--- src/rtl/piso_shift_tx_pkg.sv ---
// Shared definitions for the parallel-in / serial-out transmitter:
// FSM state encodings and the default word width.
package piso_shift_tx_pkg;

   // Two-state controller; encodings are fixed so that downstream tools and
   // waveform viewers always see IDLE as 0 and SHIFT as 1.
   typedef enum logic {
      ST_IDLE  = 1'b0,
      ST_SHIFT = 1'b1
   } tx_state_t;

   // Word width used when the instantiating block does not override it.
   localparam int DEFAULT_WIDTH = 8;

endpackage : piso_shift_tx_pkg

--- src/rtl/piso_shift_tx_if.sv ---
// Load handshake and serial output bundle of the transmitter.
// The master side supplies words and stall; the slave side is the
// transmitter itself, which returns ready, the serial stream and status.
interface piso_shift_tx_if
   import piso_shift_tx_pkg::*;
#(
   parameter int WIDTH = DEFAULT_WIDTH
);

   logic [WIDTH-1:0] ld_data;
   logic             ld_valid;
   logic             ld_ready;
   logic             stall;
   logic             q;
   logic             q_valid;
   logic             busy;
   logic             done;

   modport master (
      output ld_data,
      output ld_valid,
      output stall,
      input  ld_ready,
      input  q,
      input  q_valid,
      input  busy,
      input  done
   );

   modport slave (
      input  ld_data,
      input  ld_valid,
      input  stall,
      output ld_ready,
      output q,
      output q_valid,
      output busy,
      output done
   );

endinterface : piso_shift_tx_if

--- src/rtl/piso_shift_tx.sv ---
// Parallel-in / serial-out transmitter. A word is taken through a
// valid/ready handshake and presented one bit per clock on q, with q_valid
// marking every data bit and a single-cycle done pulse after the last one.
// q is registered and the status outputs decode straight from the state
// register, so neither ld_valid nor stall has a combinational path to q.
module piso_shift_tx
   import piso_shift_tx_pkg::*;
#(
   parameter int WIDTH     = DEFAULT_WIDTH,
   parameter bit LSB_FIRST = 1'b1,
   parameter bit IDLE_LVL  = 1'b1
) (
   input logic            clock,
   input logic            clear,
   piso_shift_tx_if.slave bus
);

   localparam int             CW       = $clog2(WIDTH);
   localparam logic [CW-1:0]  LAST_IDX = CW'(WIDTH - 1);

   tx_state_t        state;
   tx_state_t        next_state;
   logic [WIDTH-1:0] shift_reg;
   logic [WIDTH-1:0] shifted_reg;
   logic [CW-1:0]    bit_count;
   logic             q_reg;
   logic             done_reg;
   logic             first_bit;
   logic             next_bit;
   logic             load_word;
   logic             advance_bit;
   logic             finish_word;

   // State register; clear aborts any word in flight immediately.
   always_ff @(posedge clock or negedge clear) begin
      if (!clear) begin
         state <= ST_IDLE;
      end else begin
         state <= next_state;
      end
   end

   // Next-state decode and the three datapath strobes (load, advance, finish).
   always_comb begin
      next_state  = state;
      load_word   = 1'b0;
      advance_bit = 1'b0;
      finish_word = 1'b0;
      case (state)
         ST_IDLE: begin
            if (bus.ld_valid) begin
               load_word  = 1'b1;
               next_state = ST_SHIFT;
            end
         end
         ST_SHIFT: begin
            if (!bus.stall) begin
               if (bit_count == LAST_IDX) begin
                  finish_word = 1'b1;
                  next_state  = ST_IDLE;
               end else begin
                  advance_bit = 1'b1;
               end
            end
         end
         default: begin
            next_state = ST_IDLE;
         end
      endcase
   end

   // Bit-order selection: which bit goes out on load, which follows it, and
   // how the register moves so the following bit is always in the same place.
   always_comb begin
      first_bit   = 1'b0;
      next_bit    = 1'b0;
      shifted_reg = shift_reg;
      if (LSB_FIRST) begin
         first_bit   = bus.ld_data[0];
         next_bit    = shift_reg[1];
         shifted_reg = {1'b0, shift_reg[WIDTH-1:1]};
      end else begin
         first_bit   = bus.ld_data[WIDTH-1];
         next_bit    = shift_reg[WIDTH-2];
         shifted_reg = {shift_reg[WIDTH-2:0], 1'b0};
      end
   end

   // Shift register, bit counter, serial output and done pulse. A stalled
   // cycle asserts none of the strobes, so everything simply holds.
   always_ff @(posedge clock or negedge clear) begin
      if (!clear) begin
         shift_reg <= '0;
         bit_count <= '0;
         q_reg     <= IDLE_LVL;
         done_reg  <= 1'b0;
      end else begin
         done_reg <= finish_word;
         if (load_word) begin
            shift_reg <= bus.ld_data;
            bit_count <= '0;
            q_reg     <= first_bit;
         end else if (advance_bit) begin
            shift_reg <= shifted_reg;
            bit_count <= bit_count + CW'(1);
            q_reg     <= next_bit;
         end else if (finish_word) begin
            q_reg <= IDLE_LVL;
         end
      end
   end

   assign bus.q        = q_reg;
   assign bus.q_valid  = (state == ST_SHIFT);
   assign bus.busy     = (state == ST_SHIFT);
   assign bus.ld_ready = (state == ST_IDLE);
   assign bus.done     = done_reg;

endmodule : piso_shift_tx

--- src/flat_wrapper.sv ---
// flat-port wrapper written by rule: the top's interface ports become plain ports
module piso_shift_tx_flat import piso_shift_tx_pkg::*;
#(
   parameter int WIDTH     = DEFAULT_WIDTH,
   parameter bit LSB_FIRST = 1'b1,
   parameter bit IDLE_LVL  = 1'b1
)
  (clock, clear, bus_ld_data, bus_ld_valid, bus_stall, bus_ld_ready, bus_q, bus_q_valid, bus_busy, bus_done);
  piso_shift_tx_if #(.WIDTH(WIDTH)) bus_i ();
  input logic clock;
  input logic clear;
  input wire logic [$bits(bus_i.ld_data)-1:0] bus_ld_data;
  input wire logic [$bits(bus_i.ld_valid)-1:0] bus_ld_valid;
  input wire logic [$bits(bus_i.stall)-1:0] bus_stall;
  output wire logic [$bits(bus_i.ld_ready)-1:0] bus_ld_ready;
  output wire logic [$bits(bus_i.q)-1:0] bus_q;
  output wire logic [$bits(bus_i.q_valid)-1:0] bus_q_valid;
  output wire logic [$bits(bus_i.busy)-1:0] bus_busy;
  output wire logic [$bits(bus_i.done)-1:0] bus_done;
  assign bus_i.ld_data = bus_ld_data;
  assign bus_i.ld_valid = bus_ld_valid;
  assign bus_i.stall = bus_stall;
  assign bus_ld_ready = bus_i.ld_ready;
  assign bus_q = bus_i.q;
  assign bus_q_valid = bus_i.q_valid;
  assign bus_busy = bus_i.busy;
  assign bus_done = bus_i.done;
  piso_shift_tx #(.WIDTH(WIDTH), .LSB_FIRST(LSB_FIRST), .IDLE_LVL(IDLE_LVL)) u_core (.clock(clock), .clear(clear), .bus(bus_i));
endmodule
--- config.mk ---
export PLATFORM = sky130hd
export DESIGN_NAME = piso_shift_tx_flat
export DESIGN_NICKNAME = d
export VERILOG_FILES = /design/src/rtl/piso_shift_tx_pkg.sv /design/src/rtl/piso_shift_tx_if.sv /design/src/rtl/piso_shift_tx.sv /design/src/flat_wrapper.sv
export SDC_FILE = /design/constraint.sdc
export NUM_CORES = 1
export LEC_CHECK = 0
export CAP_MARGIN = 5
export CORE_AREA = 2 2 39 41
export CTS_BUF_LIST = sky130_fd_sc_hd__clkbuf_4
export DETAILED_ROUTE_END_ITERATION = 7
export DIE_AREA = 0 0 41 43
export PLACE_DENSITY = 0.77
export SLEW_MARGIN = 20
export SYNTH_ARGS = -nofsm -noshare
export SYNTH_HDL_FRONTEND = slang
export SYNTH_SLANG_ARGS = --single-unit
--- constraint.sdc ---
create_clock -name clock -period 3.56 [get_ports clock]
set_input_delay 0.356 -clock clock [delete_from_list [all_inputs] [get_ports clock]]
set_output_delay 0.356 -clock clock [all_outputs]
set_load 0.03 [all_outputs]
==> results.toml, run 1 <==
[clock_network]
htreeDepth = 1
clk_pin_slew_ps = 80
holdBufCountCts = 0
numCtsBuffers = 3
clock_latency_ps = 280
cts-resized-gates = 0
cts.sinks = 13
post-cts-setup-buffer-count = 0
cts_tree = "yes"
clk_path_buf_depth = 2
clockRootBuffer = "clkbuf_4"

[die]
start_util = 0.444
row_count = 14
die_w_um = 41
die_h_um = 43
core_sq_um = 1380
ioPinCount = 17
dieArea_sq_um = 1760

[power_and_ir_drop]
p_clk_frac = 0.196
power_frac_seq = 0.457
leakagePower_nw = 0.365
swShare = 0.348
p_comb_frac = 0.347
powerDensity_nw_per_um2 = 641
switching_power_mw = 0.178
ir_drop_mv = 0.263
p_int_mw = 0.332

[job]
cap_viol_max_count = 0

[sta]
period_share = 0.524
fin_ws_ps = 1700
timing.setup.tns_ps = 0
tightest_slew_ps = 592
drv_slew = 0
skew_ps = 6.28
max_freq_ghz = 0.536
final-setup-viol-count = 0
slew_headroom = 0.605
rsz0062_at_grt = "false"
post-route-min-period_ps = 1860
hold_viol_final = 0

[critical_path]
cp_cell_sequence = "inv_1, clkdlybuf4s50_1"
reg2reg_from = "u_core.bit_count[0]"
worstSetupEndpoint = "bus_ld_ready"
critPathCaptureType = "output pin"
crit_type = "flip-flop to output pin"
slowest_stage = "clkdlybuf4s50_1"
crit_start = "u_core.bus.busy"
r2r-end = "u_core.shift_reg[2]"
cpPeakStageDelay_ps = 670
ff2ff_setup_slack_ps = 1800
crit_arrival_ps = 1510
rr_worst_depth = 5
required_ps = 3200
critPathLaunchType = "flip-flop"
crit_path_max_fanout = 9

[global_route]
antenna_found_initial = 0
overflow = 0
grt_pass1_wl_um = 2060
grt_max_degree = 18
grt_usage = 0.177
grt_pass1_vias = 502

[synthesis]
ys_ff_latch = 13
netlist_area_sq_um = 614
ys_seq_area_frac = 0.532
syn_nets = 79
syn-instance-count = 65
yosys_warnings = 0
ys_types = 20
synth.avg_cell_area_sq_um = 9.45

[final_layout]
multiInputGateArea_sq_um = 251
seq_area_sq_um = 327
diodes = 0
drive_gt1_frac = 0.0864
largest_reg_flops = 7
nFillCells = 130
area_growth_pct = 29.5
nNetsFinal = 96

[detailed_routing]
detail_route.iter0.violations = 7
dr.pass1.iters = 4
met2_length_um = 644
ant_nets = 0
wl_um = 1280
wl_met1_um = 528
avgViaCountPerCell = 5.18
num_vias = 502
drc = 0
route.met3.wl_um = 72
routedWlPerCell_um = 13.2
top_signal_layer_used = "met4"

[min_path]
hold_class = "input port to asynchronous set/reset pin"

[place]
place_congestion = 0.740
io_buffer_count = 16
dpl.hpwl_um = 926
preCtsSetupSlack_ps = 1750

[status]
status = "completed"
## layout by cell type, fill, tap and decap left out
cell              n
nand2_1          16
clkdlybuf4s50_1  16
dfrtp_1          12
nor2_1            8
a31oi_1           6
nand3_1           4
clkbuf_4          4
inv_1             2
nand2b_1          2
ha_1              2
nor3b_1           1
or3b_1            1
nor3b_2           1
o21ai_2           1
o21ai_1           1
mux2i_1           1
o311ai_0          1
o21ai_0           1
dfstp_2           1
## kinds of logic (layout without fill, tap and decap cells)
kind of cell,after synthesis,after routing,share of synthesized area
buf+inv,6,22,0.0591
mux,1,1,0.0163
compound gates,10,10,0.106
flops,13,13,0.532
fa+ha+maj,2,2,0.0407
simple gates,33,33,0.246
## power by group through the flow
stage,clock [mW],sequential (mW),combinational [mW]
2_1_floorplan,0,0.246,0.109
3_3_place_gp,0,0.233,0.171
3_5_place_dp,0,0.237,0.179
4_1_cts,0.100,0.233,0.180
5_1_grt,0.108,0.238,0.201
6_report,0.0997,0.233,0.177
## worst min path at each step
stage | startpoint | endpoint | slack (ps) | depth (start not counted)
after global routing | clear | u_core.shift_reg[4] | 480 | 1
after global placement | u_core.bit_count[0] | u_core.bit_count[0] | 480 | 1
after floorplan | clear | u_core.bit_count[0] | 60 | 0
final | clear | u_core.shift_reg[4] | 440 | 1
after detailed placement | u_core.bit_count[0] | u_core.bit_count[0] | 490 | 1
after CTS | clear | u_core.shift_reg[4] | 460 | 1
## Yosys cell counts
cell | instances | share of area
nor3b_2 | 1 | 0.020
nand2b_1 | 2 | 0.020
o21ai_2 | 1 | 0.014
buf_6 | 1 | 0.018
dfstp_2 | 1 | 0.043
nor3b_1 | 1 | 0.012
buf_2 | 2 | 0.016
buf_4 | 1 | 0.012
nand2_1 | 16 | 0.098
o311ai_0 | 1 | 0.014
or3b_1 | 1 | 0.014
o21ai_0 | 1 | 0.0081
o21ai_1 | 1 | 0.0081
nand3_1 | 4 | 0.033
ha_1 | 2 | 0.041
mux2i_1 | 1 | 0.016
nor2_1 | 8 | 0.049
dfrtp_1 | 12 | 0.49
inv_1 | 2 | 0.012
a31oi_1 | 6 | 0.061
## final cells by class
cell class / instances / share of cell area
multi-input cells: 46 / 0.316
clock buffers: 4 / 0.0377
repair buffers: 16 / 0.201
flip-flops and latches: 13 / 0.410
well taps: 16 / 0.0252
inverters: 2 / 0.00943
## routing by layer
| metal | vias up | GRT usage |
|---|---|---|
| li1 | 249 | - |
| met1 | 230 | 0.203 |
| met2 | 18 | 0.281 |
| met3 | 5 | 0.0314 |
| met4 | 0 | 0.120 |
| met5 | - | 0 |
## per-stage QoR
stage                     cell area (sq um)  cells  hold slack [ps]  utilization  power [mW]
after floorplan                         614     65             60.4            -       0.355
after global routing                    796     97              482        0.575       0.547
after CTS                               796     97              456        0.575       0.514
after detailed placement                766     93              490        0.553       0.416
after global placement                  766     93              479        0.553       0.404
final                                   796     97              435        0.575       0.510
## critical path, delay by kind of cell (launching register included)
family,cells,cell delay [ps]
buffers and inverters,2,780
flip-flops,1,460
Power figures use the tool's default switching activity.
==> run 2: changes to the inputs <==
CORE_AREA = unset   (was 2 2 39 41)
CORE_MARGIN = 2   (was unset)
CORE_UTILIZATION = 43   (was unset)
DIE_AREA = unset   (was 0 0 41 43)
PLACE_DENSITY = 0.76   (was 0.77)
clock period = 1.7 ns   (was 3.56 ns; I/O delays follow)
==> run 2 against run 1 <==
Sequential share of layout area decreased by 1.7 points. Worst setup slack got worse by 1600 ps. Register-to-register slack got worse by 1700 ps. Power up 110%. Largest cell class unchanged. Critical endpoint is now bus_q. Count of clock-buffer cells in the layout stayed put. First-iteration DRC count is 43% higher. Combinational power increased by 130%. Utilization up 5.5 points. Non-clock buffer count is 4 higher. Clock power grew 100%.
==> results.toml, run 2 (synthesis gave the netlist of run 1 again) <==
[status]
status = "completed"

[power_and_ir_drop]
power_frac_seq = 0.442
switching_power_mw = 0.365
powerDensity_nw_per_um2 = 1310
p_comb_frac = 0.372
p_clk_frac = 0.186
swShare = 0.335
leakagePower_nw = 0.401
ir_drop_mv = 0.614
p_int_mw = 0.724

[sta]
rsz0062_at_grt = "false"
max_freq_ghz = 0.606
timing.setup.tns_ps = 0
hold_viol_final = 0
final-setup-viol-count = 0
tightest_slew_ps = 578
skew_ps = 2.36
drv_slew = 0
slew_headroom = 0.613
period_share = 0.971
post-route-min-period_ps = 1650

[detailed_routing]
num_vias = 510
drc = 0
avgViaCountPerCell = 5.10
routedWlPerCell_um = 11.4
wl_um = 1140
detail_route.iter0.violations = 10
dr.pass1.iters = 4
ant_nets = 0

[clock_network]
clk_pin_slew_ps = 80
cts_tree = "yes"
clockRootBuffer = "clkbuf_4"
htreeDepth = 1
clk_path_buf_depth = 2
clock_latency_ps = 270
cts.sinks = 13
numCtsBuffers = 3

[critical_path]
cpPeakStageDelay_ps = 660
cp_num_cells = 1
critPathCaptureType = "output pin"
worst-path-buf-inv = 1
slowest_stage = "clkdlybuf4s50_1"
r2r-end = "u_core.shift_reg[1]"
cpLargestDelayFamily = "buffers and inverters"
required_ps = 1530
reg2reg_from = "u_core.bit_count[0]"
critPathLaunchType = "flip-flop"
ff2ff_setup_slack_ps = 140
crit_start = "u_core.bus.q"
cp_cell_sequence = "clkdlybuf4s50_1"
crit_arrival_ps = 1480
worstSetupEndpoint = "bus_q"
crit_type = "flip-flop to output pin"
rr_worst_depth = 5
crit_path_max_fanout = 3

[final_layout]
mostFrequentLayoutCells = "nand2_1, clkdlybuf4s50_1, dfrtp_1"
layout.cells.non_filler = 100
nNetsFinal = 100
final_common_cell = "nand2_1"
diodes = 0
largest_reg_flops = 7
post-route-util = 0.630
area_growth_pct = 35.0
drive_gt1_frac = 0.141

[place]
io_buffer_count = 16
place_congestion = 0.708
dpl.hpwl_um = 821
dp.cells = 96

[global_route]
overflow = 0
grt_usage = 0.152
grt_pass1_vias = 489
grt_pass1_wl_um = 2000
antenna_found_initial = 0
grt_max_degree = 18

[die]
ioPinCount = 17
start_util = 0.466
dieArea_sq_um = 1750
die_h_um = 41.8
row_count = 13
die_w_um = 41.8
core_sq_um = 1320

[min_path]
hold_class = "input port to asynchronous set/reset pin"

[job]
cap_viol_max_count = 0
run 2: per-stage QoR:
stage / setup WS [ps] / hold WS, ps / total power, mW / area, sq um
5_1_grt: 9.87 / 316 / 1.17 / 830
4_1_cts: 12.9 / 272 / 1.10 / 825
3_3_place_gp: 85.7 / 495 / 0.881 / 795
6_report: 50.0 / 263 / 1.09 / 830
2_1_floorplan: 135 / -126 / 0.744 / 614
3_5_place_dp: 21.8 / 503 / 0.890 / 795
run 2: layer usage:
layer,global-route usage,part of all wire,vias to the layer above
met2,0.225,0.44,22
met3,0.0391,0.081,0
met1,0.196,0.48,229
li1,-,-,259
met5,0,0,-
met4,0.0968,0,0
run 2: worst min-delay path by stage:
| stage | start | endpoint | slack, ps |
|---|---|---|---|
| after floorplan | clear | u_core.bit_count[0] | -130 |
| after global placement | u_core.shift_reg[7] | u_core.shift_reg[7] | 500 |
| after detailed placement | u_core.bit_count[1] | u_core.bit_count[1] | 500 |
| after CTS | clear | u_core.shift_reg[4] | 270 |
| after global routing | clear | u_core.shift_reg[3] | 320 |
| final | clear | u_core.shift_reg[3] | 260 |
run 2: power groups by stage:
stage	sequential (mW)	clock [mW]	combinational, mW
floorplan	0.516	0	0.228
global placement	0.484	0	0.397
detailed placement	0.486	0	0.404
CTS	0.481	0.211	0.405
global route	0.497	0.230	0.445
finish	0.482	0.202	0.406
run 2: final cells by class:
class / count / area (sq um)
timing repair buffer: 20 / 193
multi-input combinational: 46 / 254
fill: 102 / 488
inverter: 2 / 7.51
clock buffer: 4 / 30.0
sequential: 13 / 327
tap: 15 / 18.8
run 2: what timing repair did:
item	CTS	global route
hold buffers	0	0
setup buffers	0	0
gates resized for setup	0	2
hold endpoints to repair	0	0
setup endpoints to repair	0	10
